## src/rtl/mux_nxm_rr.sv

```systemverilog
`default_nettype none
// ============================================================================
// Module   : mux_nxm_rr
// Purpose  : Concentrates NUM_IN byte lanes onto NUM_OUT lanes. Each output
//            lane serves a group of RATIO = NUM_IN/NUM_OUT inputs, each input
//            buffered in its own DEPTH-entry FIFO, drained by a round-robin
//            arbiter at one word per cycle. Drops on a full FIFO are flagged
//            in a sticky per-input overflow bit.
// Ports    : clk        - rising-edge clock
//            reset      - asynchronous, active-low
//            in_data    - NUM_IN*WIDTH, lane i at [i*WIDTH +: WIDTH]
//            in_valid   - per-lane word present
//            in_ready   - per-lane FIFO not full (from registered count)
//            out_data   - NUM_OUT*WIDTH registered output lanes
//            out_valid  - per-output-lane new word this cycle (registered)
//            ovf_clr    - synchronous clear of overflow flags
//            overflow   - sticky per-lane drop flag
// Revision : 1.0 - initial release
// ============================================================================
module mux_nxm_rr #(
  parameter int WIDTH   = 8,
  parameter int NUM_IN  = 4,
  parameter int NUM_OUT = 2,
  parameter int DEPTH   = 4
) (
  input  logic                     clk,
  input  logic                     reset,
  input  logic [NUM_IN*WIDTH-1:0]  in_data,
  input  logic [NUM_IN-1:0]        in_valid,
  output logic [NUM_IN-1:0]        in_ready,
  output logic [NUM_OUT*WIDTH-1:0] out_data,
  output logic [NUM_OUT-1:0]       out_valid,
  input  logic                     ovf_clr,
  output logic [NUM_IN-1:0]        overflow
);

  localparam int c_RATIO = NUM_IN / NUM_OUT;
  localparam int c_AW    = $clog2(DEPTH);
  localparam int c_CW    = $clog2(DEPTH + 1);
  localparam int c_KW    = $clog2(c_RATIO);
  localparam logic [c_CW-1:0] c_FULL = c_CW'(DEPTH);

  // Per-lane status and FIFO heads, flattened so the arbiters can index them.
  logic [NUM_IN-1:0]       w_nonempty;
  logic [NUM_IN*WIDTH-1:0] w_lane_head;
  // Per-group grant, flattened so each lane can decode its own pop.
  logic [NUM_OUT-1:0]      w_gnt_vld;
  logic [NUM_OUT*c_KW-1:0] w_gnt_idx;

  // --------------------------------------------------------------------------
  // Input FIFOs
  // --------------------------------------------------------------------------
  for (genvar i = 0; i < NUM_IN; i++) begin : g_fifo
    localparam int c_J = i / c_RATIO;
    localparam int c_K = i % c_RATIO;

    logic [WIDTH-1:0] r_mem [DEPTH];
    logic [c_AW-1:0]  r_wptr;
    logic [c_AW-1:0]  r_rptr;
    logic [c_CW-1:0]  r_cnt;
    logic             r_ovf;
    logic             w_push;
    logic             w_pop;

    // Full-ness comes from the count at the start of the cycle, so a
    // concurrent pop never makes room for a write on a full FIFO.
    assign in_ready[i]   = (r_cnt != c_FULL);
    assign w_nonempty[i] = (r_cnt != '0);
    assign w_push        = in_valid[i] && in_ready[i];
    assign w_pop         = w_gnt_vld[c_J] &&
                           (w_gnt_idx[c_J*c_KW +: c_KW] == c_KW'(c_K));

    assign w_lane_head[i*WIDTH +: WIDTH] = r_mem[r_rptr];
    assign overflow[i] = r_ovf;

    // Storage needs no reset: contents are only visible through count.
    always_ff @(posedge clk) begin
      if (w_push) begin
        r_mem[r_wptr] <= in_data[i*WIDTH +: WIDTH];
      end
    end

    always_ff @(posedge clk or negedge reset) begin
      if (!reset) begin
        r_wptr <= '0;
        r_rptr <= '0;
        r_cnt  <= '0;
        r_ovf  <= 1'b0;
      end else begin
        if (w_push) r_wptr <= r_wptr + c_AW'(1);
        if (w_pop)  r_rptr <= r_rptr + c_AW'(1);
        case ({w_push, w_pop})
          2'b10:   r_cnt <= r_cnt + c_CW'(1);
          2'b01:   r_cnt <= r_cnt - c_CW'(1);
          default: r_cnt <= r_cnt;
        endcase
        // A drop on the same edge as a clear leaves the flag set.
        if (in_valid[i] && !in_ready[i]) begin
          r_ovf <= 1'b1;
        end else if (ovf_clr) begin
          r_ovf <= 1'b0;
        end
      end
    end
  end

  // --------------------------------------------------------------------------
  // Per-output round-robin arbiters
  // --------------------------------------------------------------------------
  for (genvar j = 0; j < NUM_OUT; j++) begin : g_out
    logic [c_RATIO-1:0] w_req;
    logic [c_KW-1:0]    r_rr;
    logic [c_KW-1:0]    w_idx;
    logic               w_vld;
    logic [WIDTH-1:0]   w_head;
    logic [WIDTH-1:0]   r_data;
    logic               r_vld;

    assign w_req = w_nonempty[j*c_RATIO +: c_RATIO];

    // Scan from the farthest offset down to zero so the candidate nearest
    // the pointer is the last one written. c_KW-bit sums wrap mod RATIO.
    always_comb begin
      w_vld = 1'b0;
      w_idx = '0;
      for (int off = c_RATIO - 1; off >= 0; off--) begin
        if (w_req[r_rr + c_KW'(off)]) begin
          w_vld = 1'b1;
          w_idx = r_rr + c_KW'(off);
        end
      end
    end

    assign w_head = w_lane_head[(j*c_RATIO + int'(w_idx))*WIDTH +: WIDTH];

    assign w_gnt_vld[j]                = w_vld;
    assign w_gnt_idx[j*c_KW +: c_KW]   = w_idx;
    assign out_data[j*WIDTH +: WIDTH]  = r_data;
    assign out_valid[j]                = r_vld;

    always_ff @(posedge clk or negedge reset) begin
      if (!reset) begin
        r_rr   <= '0;
        r_data <= '0;
        r_vld  <= 1'b0;
      end else begin
        r_vld <= w_vld;
        if (w_vld) begin
          r_data <= w_head;
          r_rr   <= w_idx + c_KW'(1);
        end
      end
    end
  end

endmodule
`default_nettype wire
```

## config.mk

```make
export PLATFORM = sky130hd
export DESIGN_NAME = mux_nxm_rr
export DESIGN_NICKNAME = d
export VERILOG_FILES = /design/src/rtl/mux_nxm_rr.sv
export SDC_FILE = /design/constraint.sdc
export NUM_CORES = 1
export LEC_CHECK = 0
export CAP_MARGIN = 20
export CORE_UTILIZATION = 58
export DETAILED_ROUTE_END_ITERATION = 10
export PLACE_DENSITY = 0.8
export SYNTH_ARGS = -nofsm -noshare
export SYNTH_HDL_FRONTEND = slang
export SYNTH_SLANG_ARGS = --single-unit
```

## constraint.sdc

```tcl
create_clock -name clk -period 2.4 [get_ports clk]
set_input_delay 0.72 -clock clk [delete_from_list [all_inputs] [get_ports clk]]
set_output_delay 0.72 -clock clk [all_outputs]
set_load 0.01 [all_outputs]
```

==> impl_metrics.tcl, run 1 <==
set metrics [dict create \
    fin_util_pct 74.4 \
    cp_slowest_cell "dfrtp_2" \
    regArea_sq_um 5150 \
    crit_top_cell "xor2_1" \
    area_delta_synth_final_pct 24.4 \
    clk_latency_ps 430 \
    ant_nets 0 \
    cp_max_fo 2 \
    dr.pass1.iters 4 \
    fillers 769 \
    syn-num-nets 518 \
    ir_worst_vdd_mv 0.814 \
    antennaDiodeCount 0 \
    hold_violations 0 \
    slew_headroom_pct 49.9 \
    setup_viol 0 \
    finalSetupTns_ps 0 \
    arrival_ps 2610 \
    clockBufferDepth 2 \
    dp_slack_ps -130 \
    startpoint_type "flop" \
    power.leakage_uw 0.00353 \
    grt_pass1_wl_mm 22.5 \
    grt_pass1_vias 4368 \
    fin_nets 617 \
    period_minus_slack_ps 2270 \
    worst_pin_slew_ps 748 \
    port-buffer-count 64 \
    multiInputGateArea_sq_um 2200 \
    crit_required_ps 2740 \
    final_common_cell "edfxtp_1" \
    cts_tree "built" \
    drc_errors 0 \
    netlist_instances 455 \
    gp_congestion 0.844 \
    cts_inserted_buffers 17 \
    max_cap_viol_count 0 \
    cts_max_level 4 \
    synth_top_area_share_pct 50.7 \
    ys_seq_area_share_pct 67.9 \
    clkSinkCount 180 \
    drive_gt1_share_pct 22.8 \
    vias 4200 \
    period_share_pct 94.4 \
    powerDensity_nw_per_um2 1350 \
    synth_area_leaders "edfxtp_1, dfrtp_1, mux4_2, ha_1, nand3_1" \
    die_x_um 116 \
    die_h_um 116 \
    outcome "finished clean" \
    synth.avg_cell_area_sq_um 16.7 \
    cts.clk_slew.worst_paths_ps 60 \
    rsz0062_at_grt "false" \
    initial_core_util_pct 59.8 \
    grt_max_degree 53 \
    wl_mm 14.3 \
    critical_path_class "reg -> reg" \
    final_area_sq_um 9430 \
    grt_antenna_before_repair 0 \
    synth_area_leader_cell "edfxtp_1" \
    fmax_mhz 441 \
    slowest_delay_ps 430 \
    final_max_slew_viol_count 0 \
    dp_hpwl_mm 9.34 \
    endpoint_kind "flop" \
    clockRootBuffer "clkbuf_16" \
    drt-initial-drc-count 338 \
    synth_seq_cells 180 \
    setup_ws_ps 134 \
    wl_per_cell_um 19.4 \
    grt_usage_pct 23.5 \
    hold_slack_ps 286 \
    rows 41 \
    placed_area_sq_um 8650 \
    final_cell_mix "edfxtp_1, clkdlybuf4s50_1, dfrtp_1" \
    fp.dieArea_sq_um 13500 \
    vias_per_cell 5.68 \
    postCtsHoldBufs 0 \
    hold_class "in -> async" \
    skew_ps 11.6 \
    ys_types 39 \
    yosys_warnings 0 \
    worstPathCellList "buf_4 > or3_1 > a21oi_2 > ha_1 > inv_1 > fa_1 > xor2_1 > nor2_1 > xor2_1" \
    core_sq_um 12700 \
    syn_area_sq_um 7580 \
    io_pins 65 \
    gr-total-overflow 0 \
]
what timing repair did:
item / in CTS / in global routing
gates resized for setup: 14 / 8
pin swaps: 4 / 1
setup buffers: 4 / 6
endpoints found under the setup margin: 4 / 5
critical path, delay by kind of cell, from the launching register on:
family | cells | cell delay [ps]
compound gates | 1 | 210
xor+xnor | 2 | 320
fa+ha+maj | 2 | 560
buf+inv | 2 | 190
flops | 1 | 430
simple gates | 2 | 470
state kept, by name, indices dropped and copies added (netlist names):
name,flops
g_out.r_vld,2
g_fifo.r_rptr,8
g_out.r_data,16
g_fifo.r_cnt,12
g_fifo.r_mem,128
g_fifo.r_ovf,4
g_out.r_rr,2
g_fifo.r_wptr,8
cells by family after synthesis:
family	Yosys count	share of synthesized area (%)
AOI/OAI and AO/OA	40	3.98
xor gates and xnor gates	24	2.77
adders and majority gates	24	4.36
buffers and inverters	61	3.80
DFF	180	67.9
muxes	46	11.4
and+or+nand+nor	80	5.79
cells in the mapped netlist:
master / instances
nor2b_1: 4
dfrtp_1: 52
xnor2_1: 13
nand3_1: 26
a32oi_1: 8
edfxtp_1: 128
a21o_1: 1
o21ai_2: 1
ha_1: 20
nor2_1: 6
buf_6: 2
o31ai_2: 1
a21boi_0: 1
buf_2: 8
a21oi_1: 1
a211oi_1: 16
o31a_1: 1
nor3_4: 1
nor3b_1: 4
nand2_1: 8
inv_1: 33
buf_1: 1
or3_1: 4
mux4_2: 32
clkbuf_1: 5
o21ai_0: 6
mux2_2: 4
fa_1: 4
o211ai_1: 2
clkinv_1: 1
xor2_1: 11
clkbuf_2: 3
nor3_1: 10
nor3_2: 1
and2_1: 16
a21oi_2: 1
buf_4: 8
mux2i_1: 10
o31ai_1: 1
where the power goes:
part	switching, uW	internal, uW
Sequential	827	4310
Clock	1120	1850
Combinational	2170	2450
path summary, 6_finish.rpt:
kind	from	end	slack [ps]	depth (start not counted)
setup / recovery	g_fifo[3].r_cnt[0]	g_fifo[2].r_cnt[2]	130	9
hold / removal	reset	g_fifo[2].r_rptr[0]	290	2
setup reg to reg	g_fifo[3].r_cnt[0]	g_fifo[2].r_cnt[2]	130	9
hold reg to reg	g_fifo[2].r_ovf	g_fifo[2].r_ovf	530	2
max in group asynchronous	reset	g_fifo[0].r_cnt[1]	1830	2
min in group clk	g_fifo[2].r_ovf	g_fifo[2].r_ovf	530	2
layout make-up:
| type | instances | area share [%] |
|---|---|---|
| timing repair buffer | 107 | 11.6 |
| clock inverter | 13 | 2.18 |
| tap | 172 | 2.28 |
| inverter | 34 | 1.35 |
| sequential | 180 | 54.6 |
| clock buffer | 19 | 4.59 |
| multi-input combinational | 214 | 23.4 |
per-stage QoR:
step,total power (uW),instances
2_1_floorplan,7890,455
3_3_place_gp,9270,697
3_5_place_dp,9550,697
4_1_cts,12700,733
5_1_grt,13400,739
6_report,12700,739
metal layers:
metal  global-route usage (%)  wire length [um]  vias to the layer above
li1                         -                 -                     1905
met1                     29.1              5740                     2121
met2                     39.8              7480                      146
met3                     5.35               765                       28
met4                     10.3               351                        0
met5                        0                 0                        -
Note: power is estimated with default switching activity, not from simulation.
==> run 2: changes to the inputs <==
Settings changed: CORE_UTILIZATION 58 to 52, PLACE_DENSITY 0.8 to 0.76.
Clock period 2.4 ns to 1.9 ns, I/O delays scaled along.
==> run 2 against run 1 <==
Compared with the run above: the run now ends with setup timing left; highest routed layer unchanged; combinational power grew 60%; flip-flop and latch count is the same; global-route usage shrank 1.8 points; critical path depth grew 2; register-to-register slack lost 300 ps; wire length grew 2.3%; clock skew shrank 3.8 ps; count of clock-buffer cells in the layout grew 6; utilization shrank 4.1 points; first-iteration DRC count shrank 19%; largest power group is now combinational logic; final area grew 4.8%.
==> impl_metrics.tcl, run 2 (synthesis gave the netlist of run 1 again) <==
set metrics [dict create \
    outcome "complete, but fails checks" \
    violations "setup timing" \
    die_h_um 123 \
    cts_max_level 4 \
    fp.dieArea_sq_um 15100 \
    drt-initial-drc-count 273 \
    clkSinkCount 180 \
    dp_slack_ps -427 \
    rows 43 \
    cts_inserted_buffers 17 \
    biggestRegsByFlops "g_fifo.r_mem x128, g_out.r_data x16, g_fifo.r_cnt x12" \
    power_uw 16800 \
    max_cap_viol_count 0 \
    grt_antenna_before_repair 0 \
    grt_max_degree 53 \
    dr.pass1.iters 4 \
    area_delta_synth_final_pct 30.4 \
    dp_hpwl_mm 9.82 \
    drc_errors 0 \
    grt_pass1_wl_mm 23.1 \
    final_common_cell "edfxtp_1" \
    clockBufferDepth 2 \
    vias 4334 \
    hold_violations 0 \
    die_x_um 123 \
    wl_mm 14.7 \
    fin_nets 668 \
    cts_tree "built" \
    vias_per_cell 5.43 \
    gr-total-overflow 0 \
    port-buffer-count 64 \
    arrival_ps 2380 \
    grt_pass1_vias 4483 \
    wl_per_cell_um 18.4 \
    critical_path_class "reg -> reg" \
    io_pins 65 \
    fmax_mhz 484 \
    period_minus_slack_ps 2070 \
    ant_nets 0 \
    postCtsHoldBufs 0 \
    crit_required_ps 2210 \
    top_register "g_fifo.r_mem" \
    power.leakage_uw 0.00382 \
    rsz0062_at_grt "true" \
    hold_class "in -> async" \
    setup_ws_ps -168 \
    ir_worst_vdd_mv 1.06 \
    finalSetupTns_ps -1000 \
    initial_core_util_pct 54.0 \
    grt_usage_pct 21.6 \
    setup_viol 9 \
    final_cell_mix "edfxtp_1, buf_4, dfrtp_1" \
    skew_ps 7.77 \
    cts.clk_slew.worst_paths_ps 60 \
    endpoint_kind "flop" \
    slew_headroom_pct 55.7 \
    clockRootBuffer "clkbuf_16" \
    final_max_slew_viol_count 0 \
    worst_pin_slew_ps 661 \
    powerDensity_nw_per_um2 1700 \
    startpoint_type "flop" \
    antennaDiodeCount 0 \
    drive_gt1_share_pct 31.4 \
    cp_max_fo 3 \
    clk_latency_ps 430 \
    gp_congestion 0.787 \
    core_sq_um 14000 \
    largest_register_ff_count 128 \
    period_share_pct 109 \
]
run 2: cell types whose count changed in the layout (fill, tap and decap cells not counted), sizes merged, moves of 4 or more:
cell / previous run / this run
clkdlybuf4s50: 59 / 37
buf: 44 / 98
dlygate4sd2: 0 / 20
bufinv: 5 / 1
clkbuf: 19 / 26
run 2: path summary, 6_finish.rpt:
check,slack (ps),to,depth (start not counted),from
setup / recovery,-170,g_fifo[1].r_cnt[2],11,g_fifo[1].r_cnt[0]
hold / removal,130,g_out[1].r_data[7],2,reset
setup reg to reg,-170,g_fifo[1].r_cnt[2],11,g_fifo[1].r_cnt[0]
hold reg to reg,530,g_fifo[0].r_ovf,2,g_fifo[0].r_ovf
max in group asynchronous,1500,g_fifo[3].r_ovf,2,reset
min in group clk,530,g_fifo[0].r_ovf,2,g_fifo[0].r_ovf
run 2: where the power goes:
part	leakage (uW)	internal (uW)	switching (uW)	total [uW]
clock network	0.000268	1890	1350	3240
logic	0.00177	4020	3390	7410
registers	0.00178	5440	694	6130
run 2: per-stage QoR:
step	hold WS (ps)	cell area (sq um)	std cells	util [%]
floorplan	274	7640	455	-
global placement	512	9000	743	64.1
detailed placement	518	9000	743	64.1
CTS	130	9700	784	69.1
global route	154	9880	798	70.4
finish	135	9880	798	70.4
run 2: layer usage:
| layer | routed length [um] | GRT usage, % | up-vias |
|---|---|---|---|
| met2 | 7960 | 37.2 | 121 |
| met1 | 5770 | 25.7 | 2180 |
| li1 | - | - | 2011 |
| met3 | 699 | 4.18 | 22 |
| met5 | 0 | 0 | - |
| met4 | 231 | 11.4 | 0 |
run 2: layout make-up:
cell class	count	area (sq um)
clock buffers	25	485
clock inverters	7	56.3
fillers	878	4160
inverters	34	128
multi-input cells	214	2310
flip-flops and latches	180	5140
well taps	180	225
repair buffers	158	1530
run 2: worst max-delay path, stage by stage (launching register included):
cell and delay [ps]:
dfrtp_1 410, buf_6 130, buf_6 110, or3_4 400, o21ai_4 80, inv_2 70, ha_4 160, inv_2 50
fa_2 180, xor2_1 140, nor2_1 70, xor2_1 140
run 2: what timing repair did:
item,CTS,global route
setup buffers,10,13
pin swaps,25,12
gates resized for setup,66,15
endpoints found under the setup margin,32,14
gates cloned,0,1
